<file path="config.mk">
export PLATFORM = sky130hd
export DESIGN_NAME = keypad_entry
export DESIGN_NICKNAME = d
export VERILOG_FILES = /design/src/rtl/keypad_entry.sv
export SDC_FILE = /design/constraint.sdc
export NUM_CORES = 1
export LEC_CHECK = 0
export CORE_ASPECT_RATIO = 0.6
export CORE_UTILIZATION = 42
export DETAILED_ROUTE_END_ITERATION = 10
export PLACE_DENSITY = 0.61
export SLEW_MARGIN = 20
export SYNTH_ARGS = -nofsm -noshare
export SYNTH_HDL_FRONTEND = slang
export SYNTH_SLANG_ARGS = --single-unit
</file>
<file path="constraint.sdc">
create_clock -name clk_g -period 11.5 [get_ports clk_g]
set_clock_uncertainty 0.05 [all_clocks]
set_input_delay 1.15 -clock clk_g [delete_from_list [all_inputs] [get_ports clk_g]]
set_output_delay 1.15 -clock clk_g [all_outputs]
set_load 0.005 [all_outputs]
</file>
<file path="src/rtl/keypad_entry.sv">
// keypad_entry: 4x4 active-low matrix keypad scanner with debounce and a
// 32-bit hex entry register.
//
// The keypad columns are driven one at a time and the rows are read back.
// A full scan covers all four columns. A press is accepted once the same
// single key has been seen for DEBOUNCE_SCANS full scans in a row. A release
// is accepted once the keypad has read empty for DEBOUNCE_SCANS full scans.
// Each accepted key pulses key_valid for one cycle and is shifted into
// entry_value as the newest (lowest) nibble.
//
// Optional feature: define KEY_REPEAT_EN to make a held key auto-repeat.
// The repeat fires every REPEAT_SCANS full scans. Without the macro the
// repeat counter is not built and each press is accepted exactly once.
//
// Ports:
//   clk_g        in   system clock
//   rst_n        in   synchronous reset, active-low
//   key_row[3:0] in   keypad rows, active-low, asynchronous to clk_g
//   key_col[3:0] out  column drive; exactly one bit is low
//   clear        in   zeroes entry_value and entry_digits on the next edge
//   key_valid    out  one-cycle pulse for each accepted key
//   key_code[3:0] out code of the last accepted key, {row[1:0], col[1:0]}
//   entry_value[31:0] out  shifted hex entry; newest digit in [3:0]
//   entry_digits[3:0] out  number of digits entered, saturates at 8

module keypad_entry #(
  parameter int SCAN_DIV       = 20000,
  parameter int DEBOUNCE_SCANS = 4,
  parameter int REPEAT_SCANS   = 64
) (
  input  logic        clk_g,
  input  logic        rst_n,
  input  logic [3:0]  key_row,
  output logic [3:0]  key_col,
  input  logic        clear,
  output logic        key_valid,
  output logic [3:0]  key_code,
  output logic [31:0] entry_value,
  output logic [3:0]  entry_digits
);

  localparam int             DIV_W    = $clog2(SCAN_DIV);
  localparam logic [DIV_W-1:0] DIV_LAST = DIV_W'(SCAN_DIV - 1);
  localparam logic [3:0]     DEB      = 4'(DEBOUNCE_SCANS);

  // Reject illegal parameter values at elaboration time.
  if (SCAN_DIV < 4 || DEBOUNCE_SCANS < 1 || DEBOUNCE_SCANS > 15 || REPEAT_SCANS < 1) begin : g_bad_cfg
    $error("keypad_entry: parameter out of legal range");
  end

  typedef enum logic [1:0] {S_IDLE, S_CONFIRM, S_HELD} state_e;
  typedef enum logic [1:0] {RES_NONE, RES_SINGLE, RES_MULTI} result_e;

  // ---------------------------------------------------------------------
  // Synchroniser, column scan and per-column hit capture
  // ---------------------------------------------------------------------
  logic [3:0]       row_meta_q, row_sync_q;
  logic [DIV_W-1:0] div_q;
  logic [1:0]       col_q;
  logic [2:0][3:0]  hits_q;      // pressed rows of columns 0..2, active-high
  logic             sample, scan_done;

  assign sample    = (div_q == DIV_LAST);
  assign scan_done = sample && (col_q == 2'd3);

  always_ff @(posedge clk_g) begin
    if (!rst_n) begin
      row_meta_q <= 4'b1111;
      row_sync_q <= 4'b1111;
      div_q      <= '0;
      col_q      <= 2'd0;
      // NOTE: the hit registers are reset with everything else; they are
      // rewritten every scan, but a reset keeps the first result clean.
      hits_q     <= '0;
    end else begin
      // NOTE: non-blocking assignments throughout, so every flop samples
      // pre-edge values and the two-flop synchroniser really has two stages.
      row_meta_q <= key_row;
      row_sync_q <= row_meta_q;
      if (sample) begin
        div_q <= '0;
        col_q <= col_q + 2'd1;
        unique case (col_q)
          2'd0:    hits_q[0] <= ~row_sync_q;
          2'd1:    hits_q[1] <= ~row_sync_q;
          2'd2:    hits_q[2] <= ~row_sync_q;
          default: ;  // column 3 is evaluated directly from row_sync_q
        endcase
      end else begin
        div_q <= div_q + 1'b1;
      end
    end
  end

  assign key_col = ~(4'b0001 << col_q);

  // ---------------------------------------------------------------------
  // Scan result: the bit index of the pressed matrix is the key code
  // {row, col}. Column 3 is taken live on the column-3 sample edge.
  // ---------------------------------------------------------------------
  logic [3:0][3:0] col_hits;
  logic [15:0]     pressed;
  logic [4:0]      n_hits;
  logic [3:0]      key_idx;
  result_e         result;

  assign col_hits = {~row_sync_q, hits_q};

  always_comb begin
    // NOTE: every output of this block gets a default first, so no path
    // leaves a variable unassigned and no latch is inferred.
    pressed = '0;
    key_idx = 4'd0;
    for (int c = 0; c < 4; c++) begin
      for (int r = 0; r < 4; r++) begin
        pressed[r*4 + c] = col_hits[c][r];
      end
    end
    for (int i = 0; i < 16; i++) begin
      if (pressed[i]) key_idx = 4'(i);
    end
    n_hits = 5'($countones(pressed));
    if (n_hits == 5'd0)      result = RES_NONE;
    else if (n_hits == 5'd1) result = RES_SINGLE;
    else                     result = RES_MULTI;
  end

  // ---------------------------------------------------------------------
  // Debounce FSM
  // ---------------------------------------------------------------------
  state_e     state_q, state_d;
  logic [3:0] cand_q, cand_d;
  logic [3:0] stable_q, stable_d;
  logic [3:0] rel_q, rel_d;
  logic       accept_q, accept_d;   // accept pending, applied on the next edge
  logic       match;

  assign match = (result == RES_SINGLE) && (key_idx == cand_q);

`ifdef KEY_REPEAT_EN
  localparam int               REP_W    = $clog2(REPEAT_SCANS + 1);
  localparam logic [REP_W-1:0] REP_LAST = REP_W'(REPEAT_SCANS);
  logic [REP_W-1:0] rep_q, rep_d;
`endif

  always_ff @(posedge clk_g) begin
    if (!rst_n) begin
      state_q  <= S_IDLE;
      cand_q   <= 4'd0;
      stable_q <= 4'd0;
      rel_q    <= 4'd0;
      accept_q <= 1'b0;
`ifdef KEY_REPEAT_EN
      rep_q    <= '0;
`endif
    end else begin
      state_q  <= state_d;
      cand_q   <= cand_d;
      stable_q <= stable_d;
      rel_q    <= rel_d;
      accept_q <= accept_d;
`ifdef KEY_REPEAT_EN
      rep_q    <= rep_d;
`endif
    end
  end

  always_comb begin
    state_d = state_q;
    if (scan_done) begin
      unique case (state_q)
        S_IDLE:
          if (result == RES_SINGLE) state_d = (DEB == 4'd1) ? S_HELD : S_CONFIRM;
        S_CONFIRM:
          if (!match)                           state_d = S_IDLE;
          else if (stable_q + 4'd1 == DEB)      state_d = S_HELD;
        S_HELD:
          if (result == RES_NONE && rel_q + 4'd1 == DEB) state_d = S_IDLE;
        default: state_d = S_IDLE;
      endcase
    end
  end

  always_comb begin
    accept_d = 1'b0;
    cand_d   = cand_q;
    stable_d = stable_q;
    rel_d    = rel_q;
`ifdef KEY_REPEAT_EN
    rep_d    = rep_q;
`endif
    if (scan_done) begin
      unique case (state_q)
        S_IDLE: begin
          if (result == RES_SINGLE) begin
            cand_d   = key_idx;
            stable_d = 4'd1;
            rel_d    = 4'd0;
            accept_d = (DEB == 4'd1);
`ifdef KEY_REPEAT_EN
            rep_d    = '0;
`endif
          end
        end
        S_CONFIRM: begin
          if (match) begin
            stable_d = stable_q + 4'd1;
            accept_d = (stable_q + 4'd1 == DEB);
          end else begin
            stable_d = 4'd0;
          end
        end
        S_HELD: begin
          if (result == RES_NONE) begin
            rel_d = rel_q + 4'd1;
`ifdef KEY_REPEAT_EN
            rep_d = '0;
`endif
          end else begin
            // Anything on the keypad, including a different key, restarts
            // the release count; a different key is never accepted here.
            rel_d = 4'd0;
`ifdef KEY_REPEAT_EN
            if (match) begin
              if (rep_q + 1'b1 == REP_LAST) begin
                accept_d = 1'b1;
                rep_d    = '0;
              end else begin
                rep_d    = rep_q + 1'b1;
              end
            end else begin
              rep_d = '0;
            end
`endif
          end
        end
        default: ;
      endcase
    end
  end

  // ---------------------------------------------------------------------
  // Key event and entry register. cand_q cannot change between the
  // accepting scan-result edge and the following edge, so it is the code.
  // ---------------------------------------------------------------------
  logic        key_valid_q;
  logic [3:0]  key_code_q;
  logic [31:0] entry_q;
  logic [3:0]  digits_q;

  always_ff @(posedge clk_g) begin
    if (!rst_n) begin
      key_valid_q <= 1'b0;
      key_code_q  <= 4'd0;
      entry_q     <= '0;
      digits_q    <= 4'd0;
    end else begin
      key_valid_q <= accept_q;
      if (accept_q) key_code_q <= cand_q;
      if (clear) begin
        entry_q  <= '0;
        digits_q <= 4'd0;
      end else if (accept_q) begin
        entry_q  <= {entry_q[27:0], cand_q};
        if (digits_q != 4'd8) digits_q <= digits_q + 4'd1;
      end
    end
  end

  assign key_valid    = key_valid_q;
  assign key_code     = key_code_q;
  assign entry_value  = entry_q;
  assign entry_digits = digits_q;

endmodule

</file>
==> results.md <==
* Critical Path Fanout Max at 6
* CTS tree: built
* Ports at 52
* Vias at 3571
* RSZ-0062 raised after global routing: false
* Inserted Diodes at 0
* Worst path slowest cell: nor3_1
* Row count at 28
* Count of final setup violators at 0
* DRC at 0
* Slew Viols, Final at 0
* Synth Instances at 501
* Synthesized flop and latch total at 93
* Reg clk slew, reported paths at 0.07 ns
* Post-CTS Setup Inserts at 0
* PD cells at 125.8 mW/mm²
* Minimum clock period at 5.284 ns
* Placed standard-cell area at 0.005067 mm²
* Area delta synth->final at 21.91%
* Post-synth net total at 534
* Max frequency at 0.1892 GHz
* DIE HEIGHT at 81.57 µm
* Final cell area excluding filler cells at 0.005403 mm²
* Starting Density at 44.08%
* Port Buffers at 51
* Placeable Area at 0.01005 mm²
* Utilization after layout at 53.73%
* Leak pwr at 1.976 nW
* Largest net degree at the start of global routing at 44
* # Max-Cap Violations at 0
* Setup crit start kind: flip-flop
* TritonRoute pass-1 iters at 6
* WS Path Type: reg -> reg
* Crit share post-route at 45.95%
* Cts hold-fix bufs at 0
* Vias in the first global route at 3374
* Crit path largest cell delay at 0.60 ns
* Asr flop ratio synth at 0%
* Mean Syn Cell Area at 8.846 µm²
* Sequential fraction of the synthesis area at 42.01%
* Max_slew headroom at 34.77%
* Share of post-route cells with drive strength above 1 at 5.244%
* Worst-Margin Slew at 0.9662 ns
* Die area at 0.01098 mm²
* Final hold vios at 0
* # clock sinks at 93
* Worst vdd ir at 0.00008081 V
* Synth Cell Area at 0.004432 mm²
* All-layer global routing usage at 19.67%
* Avg Vias per Cell at 5.190
* Outcome: completed
* Final wirelength at 10.05 mm
* Setup TNS at 0 ns
* Die X at 134.6 µm
* Number of synthesized flops with an enable pin at 0
* Synth warn at 0
* Final RePlAce weighted congestion at 0.8801
* Total overflow reported by the global router at 0
* Detail Route Antenna Nets at 0
* WP data arrival at 5.48 ns
* Netlist cell types at 52
* Worst path required time at 11.70 ns
* CTS Buf Count at 9
* First-pass GRT wire length at 16.65 mm
* Fin nets at 581
* Max clock buf depth at 2
* Post-cts repair resize count at 0
* Drt first-iter violations at 238
* Root Buffer: clkbuf_16
* Crit. End Element: flip-flop
* Min-Delay Path Class: reg -> reg
* CTS H-tree depth at 3
* DP Wirelength at 7.300 mm
* Top cell by count, worst path: fa_1
* Cell Chain, Critical Path: inv_1 -> fa_1 -> fa_1 -> inv_1 -> fa_1 -> inv_1 -> fa_1 -> inv_1 -> ha_1 -> fa_1 -> nor3_1 -> nand3_1 -> a211o_1 -> or4_1 -> a21oi_1
* Most used DFF post-synth: dfxtp_1
* Initial antenna violation count at 0
* Routed wire per std cell at 14.60 µm
* Clock Latency Late Sink at 0.34 ns
## path summary, 6_finish.rpt
check             endpoint  slack [ns]     startpoint  cells after the start
min reg2reg  row_sync_q[3]        0.36  row_meta_q[3]                      1
max reg2reg       rel_q[3]        6.22    col_hits[7]                     15
max               rel_q[3]        6.22    col_hits[7]                     15
min          row_sync_q[3]        0.36  row_meta_q[3]                      1
## layer usage
layer / GRT usage, % / vias to the layer above / share of wire, %
li1: - / 1801 / -
met1: 27.96 / 1676 / 52
met2: 29.22 / 84 / 42
met3: 5.123 / 10 / 5.8
met4: 5.730 / 0 / 0.91
met5: 0 / - / 0
## cells in the final DEF, fill, tap and decap left out, types with 3 or more instances in the layout
master	count
a211oi_1	4
a21oi_1	23
a31oi_1	4
and2_1	4
and3_1	7
buf_4	3
clkbuf_16	9
clkdlybuf4s50_1	51
dfxtp_1	92
fa_1	10
ha_1	16
inv_1	39
mux2i_1	34
nand2_1	31
nand2b_1	23
nand3_1	20
nand4_1	13
nor2_1	71
nor2b_1	6
nor3_1	10
o21ai_0	17
or3_1	3
or4_1	4
xnor2_1	9
xor2_1	7
## worst max-delay path, delay by kind of cell, from the launching register on
kind                       cells  cell delay [ns]
DFF                            1             0.39
adders and majority gates      6             2.58
buffers and inverters          4             0.29
AOI/OAI and AO/OA              2             0.57
and+or+nand+nor                3             1.34
## cell type report
type | instances | area, µm²
timing repair buffer | 54 | 533.0
clock inverter | 5 | 82.58
inverter | 40 | 150.1
sequential | 93 | 1863
clock buffer | 11 | 252.7
multi-input combinational | 350 | 2352
fill | 899 | 4652
tap | 135 | 168.9
## state kept, by name, indices dropped and copies added, names as in the netlist
signal,count
accept_q,1
cand_q,4
col_hits,12
col_q,2
div_q,15
entry_digits,4
entry_value,32
key_code,4
key_valid,1
rel_q,4
row_meta_q,4
row_sync_q,4
stable_q,4
state_q,2
## cell usage after synthesis, drive strengths merged (2+ instances only)
master,count,area (µm²)
dfxtp,93,1862
nor2,71,266.5
inv,39,146.4
mux2i,34,340.3
nand2,32,122.6
a21oi,23,115.1
nand2b,23,143.9
nand3,20,100.1
o21ai,17,85.08
ha,16,200.2
clkbuf,15,56.30
nand4,13,81.33
fa,10,200.2
nor3,10,50.05
xnor2,9,78.83
and3,7,43.79
xor2,7,61.31
nor2b,6,37.54
and2,5,31.28
a211oi,4,30.03
a31oi,4,25.02
or4,4,30.03
or4b,4,43.79
buf,3,11.26
nor4,3,40.04
or3,3,18.77
a211o,2,17.52
nor3b,2,15.01
nor4b,2,17.52
o211ai,2,15.01
o221ai,2,17.52
o311ai,2,17.52
o31ai,2,20.02
## logic make-up (layout without fill, tap and decap cells)
logic type      Yosys count  in the layout  share of synthesized area [%]
flops                    93             93                          42.01
xor+xnor                 16             16                          3.162
compound gates           65             65                          8.978
buf+inv                  58            110                          4.912
simple gates            209            209                          24.22
mux                      34             34                          7.679
fa+ha+maj                26             26                          9.034
## metrics by stage
stage          hold slack [ns]  power (mW)  std cells  setup WS (ns)
6_report                0.3586      0.6797        688          6.216
5_1_grt                 0.3784      0.7047        688          5.880
4_1_cts                 0.3608      0.6880        688          6.242
3_5_place_dp            0.3417      0.3602        672          6.274
3_3_place_gp            0.3412      0.3600        672          6.385
2_1_floorplan           0.3363      0.3514        501          6.740
## report_power, final
part | internal [mW] | leakage (nW) | switching [mW]
Clock | 0.203 | 0.166 | 0.124
Combinational | 0.00933 | 1.06 | 0.0166
Sequential | 0.325 | 0.752 | 0.00273
Total | 0.537 | 1.98 | 0.143
Note: power is estimated with default switching activity, not from simulation.
